==> src/rtl/interrupt_unit.sv <==
// interrupt_unit: latches/masks/prioritises causes, raises JISR, saves and restores SPRs,
// takes the cause-0 boot interrupt after reset release and halts on fatal causes.
module interrupt_unit #(
   parameter int                     XLEN        = 32,
   parameter int                     NUM_CAUSES  = 23,
   parameter int                     FIRST_EXT   = 7,
   parameter logic [NUM_CAUSES-1:0]  NMI_MASK    = 'h1,
   parameter logic [NUM_CAUSES-1:0]  REPEAT_MASK = 'h18,
   parameter logic [NUM_CAUSES-1:0]  ABORT_MASK  = 'h6,
   parameter logic [XLEN-1:0]        SISR        = '0
) (
   input  logic                          clk_i,
   input  logic                          rst_ni,
   input  logic                          ue_i,
   input  logic [NUM_CAUSES-1:0]         ca_i,
   input  logic [XLEN-1:0]               pc_i,
   input  logic [XLEN-1:0]               next_pc_i,
   input  logic [XLEN-1:0]               ea_i,
   input  logic                          eret_i,
   input  logic                          spr_we_i,
   input  logic [2:0]                    spr_sel_i,
   input  logic [XLEN-1:0]               spr_wdata_i,
   output logic [XLEN-1:0]               spr_rdata_o,
   output logic                          jisr_o,
   output logic [$clog2(NUM_CAUSES)-1:0] il_o,
   output logic [NUM_CAUSES-1:0]         mca_o,
   output logic [XLEN-1:0]               sisr_o,
   output logic [XLEN-1:0]               sr_o,
   output logic [XLEN-1:0]               esr_o,
   output logic [XLEN-1:0]               eca_o,
   output logic [XLEN-1:0]               epc_o,
   output logic [XLEN-1:0]               edata_o,
   output logic                          mode_o,
   output logic                          abort_o,
   output logic [$clog2(NUM_CAUSES)-1:0] abort_code_o,
   output logic                          halted_o
);
   localparam int IW = $clog2(NUM_CAUSES);
   localparam logic [NUM_CAUSES-1:0] EXT_MASK = {NUM_CAUSES{1'b1}} << FIRST_EXT;
   // External causes always resume at the interrupted instruction.
   localparam logic [NUM_CAUSES-1:0] REP_MASK = REPEAT_MASK | EXT_MASK;

   typedef enum logic [1:0] {BOOT, RUN, HALT} state_e;

   state_e                state_q, state_d;
   logic [XLEN-1:0]       sr_q, sr_d, esr_q, esr_d, eca_q, eca_d;
   logic [XLEN-1:0]       epc_q, epc_d, edata_q, edata_d;
   logic                  mode_q, mode_d, emode_q, emode_d, abort_q, abort_d;
   logic [IW-1:0]         abort_code_q, abort_code_d, il;
   logic [NUM_CAUSES-1:0] pend_q, pend_d, eff, mca;
   logic                  jisr;

   assign eff = ca_i | (pend_q & EXT_MASK);

   // BOOT presents cause 0 unconditionally, but never while reset is held.
   always_comb begin
      mca  = '0;
      jisr = 1'b0;
      if (state_q == BOOT) begin
         mca  = NUM_CAUSES'(rst_ni);
         jisr = rst_ni;
      end else if (state_q == RUN) begin
         mca  = eff & (NMI_MASK | NUM_CAUSES'(sr_q));
         jisr = ue_i & (|mca);
      end
   end

   always_comb begin
      il = '0;
      for (int i = NUM_CAUSES - 1; i >= 0; i--)
         if (mca[i]) il = IW'(i);
   end

   always_comb begin
      state_d      = state_q;
      sr_d         = sr_q;
      esr_d        = esr_q;
      eca_d        = eca_q;
      epc_d        = epc_q;
      edata_d      = edata_q;
      mode_d       = mode_q;
      emode_d      = emode_q;
      abort_d      = abort_q;
      abort_code_d = abort_code_q;
      pend_d       = pend_q | (ca_i & EXT_MASK);
      if (state_q == BOOT) begin
         state_d = RUN;
         eca_d   = XLEN'(1);
         epc_d   = '0;
         esr_d   = '0;
      end else if (state_q == RUN && jisr) begin
         esr_d      = sr_q;
         eca_d      = XLEN'(mca);
         edata_d    = ea_i;
         epc_d      = REP_MASK[il] ? pc_i : next_pc_i;
         sr_d       = '0;
         mode_d     = 1'b0;
         emode_d    = mode_q;
         pend_d[il] = 1'b0;
         if (ABORT_MASK[il]) begin
            abort_d      = 1'b1;
            abort_code_d = il;
            state_d      = HALT;
         end
      end else if (state_q == RUN && ue_i) begin
         if (spr_we_i) begin
            sr_d    = spr_sel_i == 3'd0 ? spr_wdata_i : sr_q;
            esr_d   = spr_sel_i == 3'd1 ? spr_wdata_i : esr_q;
            eca_d   = spr_sel_i == 3'd2 ? spr_wdata_i : eca_q;
            epc_d   = spr_sel_i == 3'd3 ? spr_wdata_i : epc_q;
            edata_d = spr_sel_i == 3'd4 ? spr_wdata_i : edata_q;
            mode_d  = spr_sel_i == 3'd5 ? spr_wdata_i[0] : mode_q;
         end
         // ERET overrides a same-cycle movi2s to sr/mode.
         if (eret_i) begin
            sr_d   = esr_q;
            mode_d = emode_q;
         end
      end
   end

   always_ff @(posedge clk_i or negedge rst_ni) begin
      if (!rst_ni) begin
         state_q      <= BOOT;
         sr_q         <= '0;
         esr_q        <= '0;
         eca_q        <= '0;
         epc_q        <= '0;
         edata_q      <= '0;
         mode_q       <= 1'b0;
         emode_q      <= 1'b0;
         abort_q      <= 1'b0;
         abort_code_q <= '0;
         pend_q       <= '0;
      end else begin
         state_q      <= state_d;
         sr_q         <= sr_d;
         esr_q        <= esr_d;
         eca_q        <= eca_d;
         epc_q        <= epc_d;
         edata_q      <= edata_d;
         mode_q       <= mode_d;
         emode_q      <= emode_d;
         abort_q      <= abort_d;
         abort_code_q <= abort_code_d;
         pend_q       <= pend_d;
      end
   end

   assign spr_rdata_o  = spr_sel_i == 3'd0 ? sr_q    :
                         spr_sel_i == 3'd1 ? esr_q   :
                         spr_sel_i == 3'd2 ? eca_q   :
                         spr_sel_i == 3'd3 ? epc_q   :
                         spr_sel_i == 3'd4 ? edata_q :
                         spr_sel_i == 3'd5 ? XLEN'(mode_q) : '0;
   assign jisr_o       = jisr;
   assign il_o         = il;
   assign mca_o        = mca;
   assign sisr_o       = SISR;
   assign sr_o         = sr_q;
   assign esr_o        = esr_q;
   assign eca_o        = eca_q;
   assign epc_o        = epc_q;
   assign edata_o      = edata_q;
   assign mode_o       = mode_q;
   assign abort_o      = abort_q;
   assign abort_code_o = abort_code_q;
   assign halted_o     = state_q == HALT;
endmodule

==> config.mk <==
export PLATFORM = sky130hd
export DESIGN_NAME = interrupt_unit
export DESIGN_NICKNAME = d
export VERILOG_FILES = /design/src/rtl/interrupt_unit.sv
export SDC_FILE = /design/constraint.sdc
export NUM_CORES = 1
export LEC_CHECK = 0
export ABC_AREA = 0
export BUFFER_PORTS_ARGS = -buffer_cell sky130_fd_sc_hd__buf_2
export CORE_AREA = 3 3 163 165
export CTS_BUF_LIST = sky130_fd_sc_hd__clkbuf_16
export CTS_CLUSTER_SIZE = 25
export DETAILED_ROUTE_END_ITERATION = 7
export DIE_AREA = 0 0 166 168
export PLACE_DENSITY = 0.7
export RECOVER_POWER = 50
export SLEW_MARGIN = 20
export SYNTH_ARGS = -nofsm -noshare
export SYNTH_HDL_FRONTEND = slang
export SYNTH_SLANG_ARGS = --single-unit
==> constraint.sdc <==
create_clock -name clk_i -period 3.6 [get_ports clk_i]
set_clock_uncertainty 0.2 [all_clocks]
set_input_delay 0.54 -clock clk_i [delete_from_list [all_inputs] [get_ports clk_i]]
set_output_delay 0.54 -clock clk_i [all_outputs]
set_load 0.02 [all_outputs]
Word-level counts from Yosys, hierarchy flattened:

Memory sizes are Yosys's and may differ from the RTL's.
Index checks and enable logic that the tools add are counted.

* bits in read-only memories: 64
* memories: 2
* memory bits (writable): 0
* bits in latches: 0
* output and inout port bits: 261
* input port bits: 159
* bits in registers: 193
* word-level logic and storage cells: 129

* multiply operators: 0
* add/sub/neg operators: 0
* bitwise logic cells: 7
* equal/unequal tests: 7
* divide/modulo/power cells: 0
* muxes and demuxes: 72
* shifts and indexed selects: 0
* magnitude comparators: 2
* reductions and logical operators: 28

Memory list
* (name not given): depth 32, bits a word 1, read ports 1, clocked after Yosys merged registers in 0, wr ports 0, line 100 `if (ABORT_MASK[il]) begin`
* (name not given): depth 32, bits a word 1, read ports 1, clocked after Yosys merged registers in 0, wr ports 0, line 95 `epc_d = REP_MASK[il] ? pc_i : next_pc_i;`

Operator list (count)
* 2-to-1 mux 32 bit: 30
* 2-to-1 mux 5 bit: 23
* 2-to-1 mux 23 bit: 4
* AND 23 bit: 2
* OR 23 bit: 2
* nonzero test 3 bit: 8
* inverter 23 bit: 1
* OR reduction 23 bit: 1
* AND reduction 3 bit: 4
* AND reduction 4 bit: 3
* 2-to-1 mux 1 bit: 11
* nonzero test 2 bit: 5
* == test 3 x 2 -> 1 bit (second input constant): 2
* == test 3 bit (second input constant): 2
* < comparator 5 x 6 -> 1 bit (second input constant): 1
* 2-to-1 mux 2 bit: 3
* demux 1 bit (select 5 bit): 1
* >= comparator 5 x 1 -> 1 bit (second input constant): 1
* AND reduction 2 bit: 2
* == test 3 x 1 -> 1 bit (second input constant): 1
* logical AND 1 bit: 3
* logical NOT 3 bit: 1
* == test 2 x 1 -> 1 bit (second input constant): 1
* == test 2 bit (second input constant): 1
* other kinds (3): 3

Logic depth before layout (Yosys ltp):

Gate-level depths: netlist of the first run.

* word-level depth: 35
* mapped depth: 13

Worst setup path after synthesis of the first run:

Ideal clock, no wire load.

* path kind: input-to-reg
* start point: input ca_i[21]
* end point: register epc_q[10], in the netlist epc_o[10]
* buffers on the path: 2
* slack: 0.114 ns
* stages: 12
* setup time: 0.123 ns
* arrival: 3.163 ns
* cell sequence: o21ai_1 a311oi_1 o311ai_0 a31oi_1 nor2_1 inv_1 ha_1 mux2_2 or3_1 buf_2 buf_6 o221a_1

* word-level cells in the longest chain between the ends: 31

RTL lines
* start: declaration: line 15 `input logic [NUM_CAUSES-1:0] ca_i,`
* OR 23 bit: line 53 `assign eff = ca_i | (pend_q & EXT_MASK);`
* AND 23 bit: line 63 `mca = eff & (NMI_MASK | NUM_CAUSES'(sr_q));`
* 2-to-1 mux 23 bit: line 62 `end else if (state_q == RUN) begin`
* 2-to-1 mux 23 bit: line 59 `if (state_q == BOOT) begin`
* 2-to-1 mux 5 bit (22 in series): line 71 `if (mca[i]) il = IW'(i);`
* named net il_o[1]: line 25 `output logic [$clog2(NUM_CAUSES)-1:0] il_o,`
* memory (32 x 1 bit)
* 2-to-1 mux 1 bit (not written as such): line 95
* 2-to-1 mux 32 bit: line 95
* 2-to-1 mux 32 bit: line 91 `end else if (state_q == RUN && jisr) begin`
* 2-to-1 mux 32 bit: line 86 `if (state_q == BOOT) begin`
* end signal: assignment: line 140 `epc_q <= epc_d;`
* end: declaration: line 47 `logic [XLEN-1:0] epc_q, epc_d, edata_q, edata_d;`

The timed path passes the listed nets, and every way through them passes these cells. The select of a mux whose other input is x is not followed.
A chain may end at the register's enable or synchronous reset.

Worst setup path in the final report of the first run:

* start point: register sr_q[16], in the netlist sr_o[16]
* end point: register epc_q[14], in the netlist epc_o[14]

* word-level cells in the longest chain between the ends: 25

RTL lines
* start: declaration: line 46 `logic [XLEN-1:0] sr_q, sr_d, esr_q, esr_d, eca_q, eca_d;`
* start signal: assignment: line 137 `sr_q <= sr_d;`
* AND 23 bit (*): line 63
* 2-to-1 mux 23 bit: line 62
* 2-to-1 mux 23 bit: line 59
* 2-to-1 mux 5 bit (17 in series): line 71
* memory (32 x 1 bit)
* 2-to-1 mux 1 bit (not written as such): line 95
* 2-to-1 mux 32 bit: line 95
* 2-to-1 mux 32 bit: line 91
* 2-to-1 mux 32 bit: line 86

Mark *: on every way between the ends. The rest lies on a longest branch, timed or not. The select of a mux whose other input is x is not followed.

==> results of run 1 <==
## metrics by stage
stage | setup TNS (ns) | hold slack (ns) | utilization (%) | cell area [um^2] | total power, mW
2_1_floorplan | 0 | 0.0444 | - | 10700 | 7.97
3_3_place_gp | -1.17 | 0.183 | 52.4 | 13200 | 10.6
3_5_place_dp | -1.96 | 0.185 | 52.4 | 13200 | 10.8
4_1_cts | 0 | 0.0802 | 54.6 | 13800 | 12.6
5_1_grt | -0.00534 | 0.0806 | 53.9 | 13600 | 13.2
6_report | 0 | 0.0922 | 53.9 | 13600 | 12.4
## state kept, by name (all words and copies together) (netlist names)
| register | count |
|---|---|
| esr_o | 32 |
| state_q | 2 |
| abort_o | 1 |
| mode_o | 1 |
| emode_q | 1 |
| pend_q | 16 |
| eca_o | 32 |
| edata_o | 32 |
| epc_o | 32 |
| abort_code_o | 5 |
| sr_o | 32 |
## cells by family after synthesis
group,Yosys count
simple gates,468
compound gates,317
flops,186
buf+inv,150
mux,67
fa+ha+maj,2
other cells,1
## how the worst max path moves through the flow
stage	startpoint	to	slack, ns	cells after the start
after floorplan	ca_i[21]	epc_o[10]	0.11	12
after global placement	ca_i[20]	epc_o[15]	-0.06	13
after detailed placement	ca_i[20]	epc_o[13]	-0.10	13
after CTS	sr_o[19]	jisr_o	0.07	7
after global routing	pend_q[21]	epc_o[14]	-0.005	11
final	sr_o[16]	epc_o[14]	0.15	11
## cells in the mapped netlist (2+ instances only)
library cell / n / area [um^2]
sky130_fd_sc_hd__ha_1: 2 / 25.0
sky130_fd_sc_hd__and2_1: 13 / 81.3
sky130_fd_sc_hd__clkbuf_1: 51 / 191
sky130_fd_sc_hd__o21ai_2: 5 / 43.8
sky130_fd_sc_hd__buf_1: 7 / 26.3
sky130_fd_sc_hd__and3_1: 3 / 18.8
sky130_fd_sc_hd__nor3_2: 2 / 20.0
sky130_fd_sc_hd__nor3b_1: 2 / 15.0
sky130_fd_sc_hd__nor4_1: 3 / 18.8
sky130_fd_sc_hd__a21o_1: 2 / 15.0
sky130_fd_sc_hd__nand3b_1: 3 / 22.5
sky130_fd_sc_hd__a41oi_1: 2 / 17.5
sky130_fd_sc_hd__nand4_1: 6 / 37.5
sky130_fd_sc_hd__nand2_1: 257 / 965
sky130_fd_sc_hd__a31oi_1: 47 / 294
sky130_fd_sc_hd__nor3_1: 5 / 25.0
sky130_fd_sc_hd__o22ai_1: 3 / 18.8
sky130_fd_sc_hd__nand2b_1: 5 / 31.3
sky130_fd_sc_hd__mux2_2: 2 / 22.5
sky130_fd_sc_hd__o21ai_1: 8 / 40.0
sky130_fd_sc_hd__o221a_1: 30 / 338
sky130_fd_sc_hd__o211ai_1: 4 / 30.0
sky130_fd_sc_hd__a211oi_1: 3 / 22.5
sky130_fd_sc_hd__o221a_2: 2 / 22.5
sky130_fd_sc_hd__inv_1: 36 / 135
sky130_fd_sc_hd__buf_2: 20 / 100
sky130_fd_sc_hd__o21ai_0: 55 / 275
sky130_fd_sc_hd__nor2b_1: 7 / 43.8
sky130_fd_sc_hd__buf_4: 32 / 240
sky130_fd_sc_hd__o31ai_1: 33 / 248
sky130_fd_sc_hd__nand3_1: 9 / 45.0
sky130_fd_sc_hd__a22oi_1: 29 / 218
sky130_fd_sc_hd__buf_6: 3 / 33.8
sky130_fd_sc_hd__o21a_1: 8 / 60.1
sky130_fd_sc_hd__mux2i_1: 33 / 330
sky130_fd_sc_hd__a21oi_1: 77 / 385
sky130_fd_sc_hd__mux4_2: 32 / 721
sky130_fd_sc_hd__nor2_1: 146 / 548
sky130_fd_sc_hd__dfrtp_1: 186 / 4650
## critical path, delay by kind of cell (launching register included)
kind	cells	cell delay [ns]
AOI/OAI and AO/OA	5	1.15
adders and majority gates	1	0.30
buffers and inverters	2	0.40
DFF	1	0.46
muxes	1	0.27
and+or+nand+nor	2	0.55
## timing repair
action	in CTS	in global routing
resized for setup	0	5
endpoints found under the setup margin	0	33
endpoints found under the hold margin	12	0
hold buffers	1	0
## per-layer routing
metal  track usage [%]  vias up  share of wire [%]
li1                  -     4970                  -
met1              37.9     5416                 38
met2              52.6      692                 49
met3              7.26       94                9.1
met4              11.5        8                3.4
met5                 0        -               0.13
## power by group
group	internal [mW]	leakage, nW	switching (mW)
sequential	3.00	2.16	0.970
combinational	2.35	3.82	4.26
clock	0.915	0.277	0.943
total	6.27	6.25	6.17
## layout make-up
cell class	count	area (um^2)
sequential	186	4660
fill	2439	11600
clock buffer	17	425
clock inverter	14	125
antenna	2	5.00
timing repair buffer	471	2470
inverter	36	135
tap	330	413
multi-input combinational	886	5340
## cells in the final DEF, fill, tap and decap left out, types with 4 or more instances in the layout
cell type / Yosys / final
sky130_fd_sc_hd__a21oi_1: 77 / 77
sky130_fd_sc_hd__a22oi_1: 29 / 29
sky130_fd_sc_hd__a31oi_1: 47 / 47
sky130_fd_sc_hd__and2_1: 13 / 13
sky130_fd_sc_hd__buf_12: 0 / 8
sky130_fd_sc_hd__buf_2: 20 / 218
sky130_fd_sc_hd__buf_4: 32 / 69
sky130_fd_sc_hd__clkbuf_1: 51 / 171
sky130_fd_sc_hd__clkbuf_16: 0 / 17
sky130_fd_sc_hd__conb_1: 1 / 32
sky130_fd_sc_hd__dfrtp_1: 186 / 184
sky130_fd_sc_hd__inv_1: 36 / 36
sky130_fd_sc_hd__inv_6: 0 / 5
sky130_fd_sc_hd__inv_8: 0 / 4
sky130_fd_sc_hd__mux2i_1: 33 / 33
sky130_fd_sc_hd__mux4_2: 32 / 32
sky130_fd_sc_hd__nand2_1: 257 / 255
sky130_fd_sc_hd__nand2b_1: 5 / 5
sky130_fd_sc_hd__nand3_1: 9 / 9
sky130_fd_sc_hd__nand4_1: 6 / 6
sky130_fd_sc_hd__nor2_1: 146 / 146
sky130_fd_sc_hd__nor2b_1: 7 / 7
sky130_fd_sc_hd__nor3_1: 5 / 4
sky130_fd_sc_hd__o211ai_1: 4 / 4
sky130_fd_sc_hd__o21a_1: 8 / 8
sky130_fd_sc_hd__o21ai_0: 55 / 54
sky130_fd_sc_hd__o21ai_1: 8 / 7
sky130_fd_sc_hd__o21ai_2: 5 / 5
sky130_fd_sc_hd__o221a_1: 30 / 30
sky130_fd_sc_hd__o31ai_1: 33 / 33
==> flow_summary.rst, run 1 <==
.. list-table::
   :header-rows: 1

   * - Metric
     - Value
   * - Worst endpoint data arrival time
     - 3.56 ns
   * - Global-route wire length before repair
     - 66.5 mm
   * - R2r endpoint
     - epc_o[14]
   * - Synth Area in XOR/XNOR
     - 0%
   * - Total of buffers placed on input and output ports
     - 387
   * - Floorplan die height
     - 168 um
   * - Initial core utilization
     - 41.9%
   * - Peak fanout along the critical path
     - 12
   * - CTS Root Buffer Type
     - sky130_fd_sc_hd__clkbuf_16
   * - Routed wire length
     - 44.0 mm
   * - DP Cell Count
     - 1907
   * - Number of synthesized register bits
     - 186
   * - Minimum setup slack after placement
     - -0.103 ns
   * - Worst Max-Slew Pin Slew
     - 1.71 ns
   * - Grt total ovfl
     - 0
   * - Maximum number of pins on one net before global-route repair
     - 66
   * - Post-route DRC violation count
     - 0
   * - Placeable Area
     - 25200 um^2
   * - Count of cells along the worst hold path
     - 3
   * - Average via count per standard cell
     - 5.76
   * - Failing checks
     - max-capacitance violations, max-slew violations
   * - Share of synthesized cell area in full adder, half adder and majority cells
     - 0.237%
   * - Kind of critical path
     - reg -> reg
   * - H-Tree Level Count
     - 4
   * - Worst-case clock buffer depth
     - 2
   * - Hold Path End
     - edata_o[8]
   * - Layout cell share with drive strength beyond 1
     - 24.3%
   * - Relative max-transition margin
     - -13.7%
   * - Crit end category
     - register
   * - Synthesized cell area
     - 10600 um^2
   * - Result of the run
     - finished, violations left
   * - Leakage power figure
     - 6.25 nW
   * - Die W
     - 166 um
   * - Initial antenna violation count
     - 5
   * - Compound-Gate Fraction of Synth Area
     - 20.1%
   * - Via Count
     - 11180
   * - Reg-to-reg critical path startpoint
     - sr_o[16]
   * - Count of distinct cell types in the synthesized netlist
     - 57
   * - Area enclosed by the die boundary
     - 27900 um^2
   * - Post-synthesis sequential area ratio
     - 44.1%
   * - Yosys warns
     - 0
   * - Slowest-stage cell, CP
     - sky130_fd_sc_hd__dfrtp_1
   * - Power density relative to cell area
     - 917 nW/um^2
   * - Post-CTS Setup Inserts
     - 0
   * - Total Nets Final
     - 1759
   * - Clock buffer count from CTS
     - 17
   * - Data required time at the worst endpoint
     - 3.71 ns
   * - Period utilisation layout
     - 95.8%
   * - Shortest period the worst path allows
     - 3.45 ns
   * - Hold Path Class
     - in -> reg
   * - Number of flops mapped to enable cells by yosys
     - 0
   * - Combinational family with the most area after synthesis
     - compound AO/OA/AOI/OAI gates
   * - PnR worst setup slack
     - 0.151 ns
   * - Number of clock sinks seen by CTS
     - 186
   * - All-Layer GR Usage
     - 30.7%
   * - Final count of pins violating max slew
     - 66
   * - Layout area overhead
     - 28.5%
   * - Clock transition at path regs
     - 0.08 ns
   * - Clock latency at the later pin of the worst-skew pair
     - 0.44 ns
   * - RePlAce Congestion
     - 0.956
   * - Max Clk Rate
     - 0.290 GHz
   * - Clock tree from TritonCTS
     - done
   * - Count of standard-cell rows
     - 58
   * - Average instance area after synthesis
     - 8.87 um^2
   * - DRT Pass-1 Iters
     - 5
   * - Largest voltage drop on the vdd net
     - 0.428 mV
   * - Number of design-rule violations left by the first detailed-router iteration
     - 1079
   * - Fraction of the mapped netlist area in simple logic gates
     - 18.4%
   * - Dpl hpwl
     - 32.4 mm
   * - WL/cell
     - 22.6 um
   * - Peak per-stage delay on the critical path
     - 0.46 ns
   * - Async set-reset flop share out of synthesis
     - 100%
   * - Layout Cells excl Fill
     - 1942
   * - Final ANT Viol Nets
     - 0
   * - Critical hold path startpoint
     - ea_i[8]
   * - Vias in the first global route
     - 10967
   * - Predominant post-synthesis flop cell
     - sky130_fd_sc_hd__dfrtp_1
   * - Depth of the worst register-to-register path
     - 11
   * - Multiplexer fraction of the synthesized cell area
     - 10.2%
   * - Number of standard cells after synthesis
     - 1191
   * - Total I/O pin count
     - 420
   * - Maxcap violations
     - 1
   * - CP Cell Sequence
     - o21a_1, buf_4, a21oi_1, a21oi_1, nor2_1, o211a_1, ha_1, mux2_2, or3_2, buf_4, o221a_1
   * - Setup-failing EPs final
     - 0
   * - CP Launch Type
     - register
   * - Worst setup slack for register-to-register paths
     - 0.15 ns
   * - Total count of hold-check failures in the final report
     - 0
Power figures use the tool's default switching activity.
==> run 2, diff against run 1 <==
BUFFER_PORTS_ARGS = unset   (was -buffer_cell sky130_fd_sc_hd__buf_2)
DONT_BUFFER_PORTS = 1   (was unset)
PLACE_DENSITY = unset   (was 0.7)
==> run 2 against run 1 <==
The run ends with negative hold slack left. Setup slack better by 0.026 ns. Clock-buffer cell count unchanged. Power down 7.1%. Non-clock buffer count down 380.
==> flow_summary.rst, run 2 (same netlist as run 1, synthesis figures left out) <==
.. list-table::
   :header-rows: 1

   * - Metric
     - Value
   * - WL/cell
     - 26.4 um (+17%)
   * - Initial core utilization
     - 41.9% (unchanged)
   * - Total count of hold-check failures in the final report
     - 186 (+186)
   * - Layout Cells excl Fill
     - 1561 (-20%)
   * - RePlAce Congestion
     - 0.908 (-5.0%)
   * - Leakage power figure
     - 5.16 nW (-17%)
   * - Average via count per standard cell
     - 6.09 (+5.7%)
   * - Commonest non-fill, non-tap cell in the layout
     - sky130_fd_sc_hd__nand2_1
   * - H-Tree Level Count
     - 4 (unchanged)
   * - Grt total ovfl
     - 0 (unchanged)
   * - CTS Hold Buffers Added
     - 17 (+16)
   * - Worst Max-Slew Pin Slew
     - 0.961 ns (-0.744 ns)
   * - Maxcap violations
     - 0 (-1)
   * - Clock tree from TritonCTS
     - done
   * - Floorplan die height
     - 168 um (unchanged)
   * - Largest voltage drop on the vdd net
     - 0.390 mV (-8.8%)
   * - Peak fanout along the critical path
     - 10 (-2)
   * - Clock latency at the later pin of the worst-skew pair
     - 0.44 ns (about the same)
   * - Crit end category
     - register
   * - Number of clock sinks seen by CTS
     - 186 (unchanged)
   * - Period utilisation layout
     - 95.1% (-0.74 points)
   * - Total I/O pin count
     - 420 (unchanged)
   * - Final count of pins violating max slew
     - 0 (-100%)
   * - Relative max-transition margin
     - 35.8% (+49 points)
   * - Failing checks
     - negative hold slack
   * - Data required time at the worst endpoint
     - 3.71 ns (about the same)
   * - Finished layout cell area
     - 11900 um^2 (-12%)
   * - CP Launch Type
     - register
   * - CTS Root Buffer Type
     - sky130_fd_sc_hd__clkbuf_16
   * - Hold Path Class
     - in -> async
   * - Layout area overhead
     - 12.7%
   * - Final-layout worst hold slack
     - -0.411 ns (-0.503 ns)
   * - Kind of critical path
     - reg -> reg
   * - Layout cell share with drive strength beyond 1
     - 13.3% (-11 points)
   * - Via Count
     - 9499 (-15%)
   * - Final ANT Viol Nets
     - 0 (unchanged)
   * - Power density relative to cell area
     - 971 nW/um^2 (+5.9%)
   * - Vias in the first global route
     - 9409 (-14%)
   * - DP Cell Count
     - 1512 (-21%)
   * - Global-route wire length before repair
     - 62.0 mm (-6.7%)
   * - Clock buffer count from CTS
     - 17 (unchanged)
   * - Instance area at placement
     - 11100 um^2 (-16%)
   * - All-Layer GR Usage
     - 28.8% (-1.9 points)
   * - Area enclosed by the die boundary
     - 27900 um^2 (unchanged)
   * - Worst-case clock buffer depth
     - 2 (unchanged)
   * - Result of the run
     - finished, violations left
   * - Total of fill cells in the finished design
     - 2422 (-0.70%)
   * - Leading cell types in the layout, fill and taps excluded
     - sky130_fd_sc_hd__nand2_1, sky130_fd_sc_hd__dfrtp_1, sky130_fd_sc_hd__nor2_1
   * - Total of buffers placed on input and output ports
     - 0 (-100%)
   * - Shortest period the worst path allows
     - 3.42 ns (-0.0265 ns)
   * - Dpl hpwl
     - 29.1 mm (-10%)
   * - Max Clk Rate
     - 0.292 GHz (+0.77%)
   * - Initial antenna violation count
     - 1 (-4)
   * - Die W
     - 166 um (unchanged)
   * - DRT Pass-1 Iters
     - 5 (unchanged)
   * - Post-route DRC violation count
     - 0 (unchanged)
   * - Routed wire length
     - 41.3 mm (-6.2%)
   * - Setup-failing EPs final
     - 0 (unchanged)
   * - Count of standard-cell rows
     - 58 (unchanged)
   * - Unrepaired setup endpoints after global routing
     - no
   * - Summed negative setup slack over all endpoints
     - 0 ns (unchanged)
   * - Number of design-rule violations left by the first detailed-router iteration
     - 920 (-15%)
   * - Total Nets Final
     - 1379 (-22%)
   * - Clock transition at path regs
     - 0.08 ns (about the same)
   * - Worst endpoint data arrival time
     - 3.53 ns (-0.03 ns)
   * - Maximum number of pins on one net before global-route repair
     - 190 (+190%)
   * - Placeable Area
     - 25200 um^2 (unchanged)
run 2: per-stage QoR:
step / utilization [%] / power [mW] / worst slack, ns
floorplan: - / 7.97 / 0.114
global placement: 44.3 / 9.53 / 0.102
detailed placement: 44.3 / 9.63 / 0.0634
CTS: 47.2 / 11.6 / 0.155
global route: 47.3 / 12.3 / 0.00885
finish: 47.3 / 11.6 / 0.178
run 2: power by group:
part	leakage, nW	switching (mW)	internal, mW
Clock	0.285	0.955	0.986
Sequential	2.16	1.97	2.99
Combinational	2.72	2.81	1.86
run 2: area by class of cell:
type                       instances  area (um^2)  share of cell area (%)
timing repair buffer              91          776                    6.52
clock inverter                    14          154                    1.29
inverter                          36          135                    1.14
sequential                       186         4650                    39.1
antenna                            1         2.50                  0.0210
multi-input combinational        886         5340                    44.9
clock buffer                      17          425                    3.57
tap                              330          413                    3.47
run 2: final timing paths:
check	from	slack (ns)	end	cells after the start
worst max-delay path	pend_q[17]	0.18	epc_o[18]	10
worst min-delay path	rst_ni	-0.41	edata_o[15]	0
worst max register to register	pend_q[17]	0.18	epc_o[18]	10
worst min register to register	emode_q	0.29	emode_q	2
max in group asynchronous	rst_ni	3.34	eca_o[5]	0
min in group clk_i	ea_i[26]	0.01	edata_o[26]	2
run 2: critical path, cell delays in order, from the launching register on:
cell and delay [ns]:
sky130_fd_sc_hd__dfrtp_1 0.39, sky130_fd_sc_hd__o21ai_0 0.37, sky130_fd_sc_hd__o211ai_1 0.16, sky130_fd_sc_hd__a21oi_1 0.29, sky130_fd_sc_hd__nor2_1 0.09, sky130_fd_sc_hd__o211a_1 0.27, sky130_fd_sc_hd__ha_1 0.31, sky130_fd_sc_hd__mux2_2 0.28
sky130_fd_sc_hd__or3_2 0.46, sky130_fd_sc_hd__buf_4 0.22, sky130_fd_sc_hd__o221a_1 0.26
run 2: repair_timing:
action | 4_1_cts | 5_1_grt
hold endpoints to repair | 203 | 186
gates resized for setup | 0 | 2
buffers inserted | 0 | 0
endpoints found under the setup margin | 0 | 32
run 2: metal layers:
layer	track usage, %	wire length [um]	vias up
met1	36.1	16000	4689
met3	8.12	3920	52
met5	0	0	-
met2	48.9	20400	552
li1	-	-	4206
met4	8.61	930	0
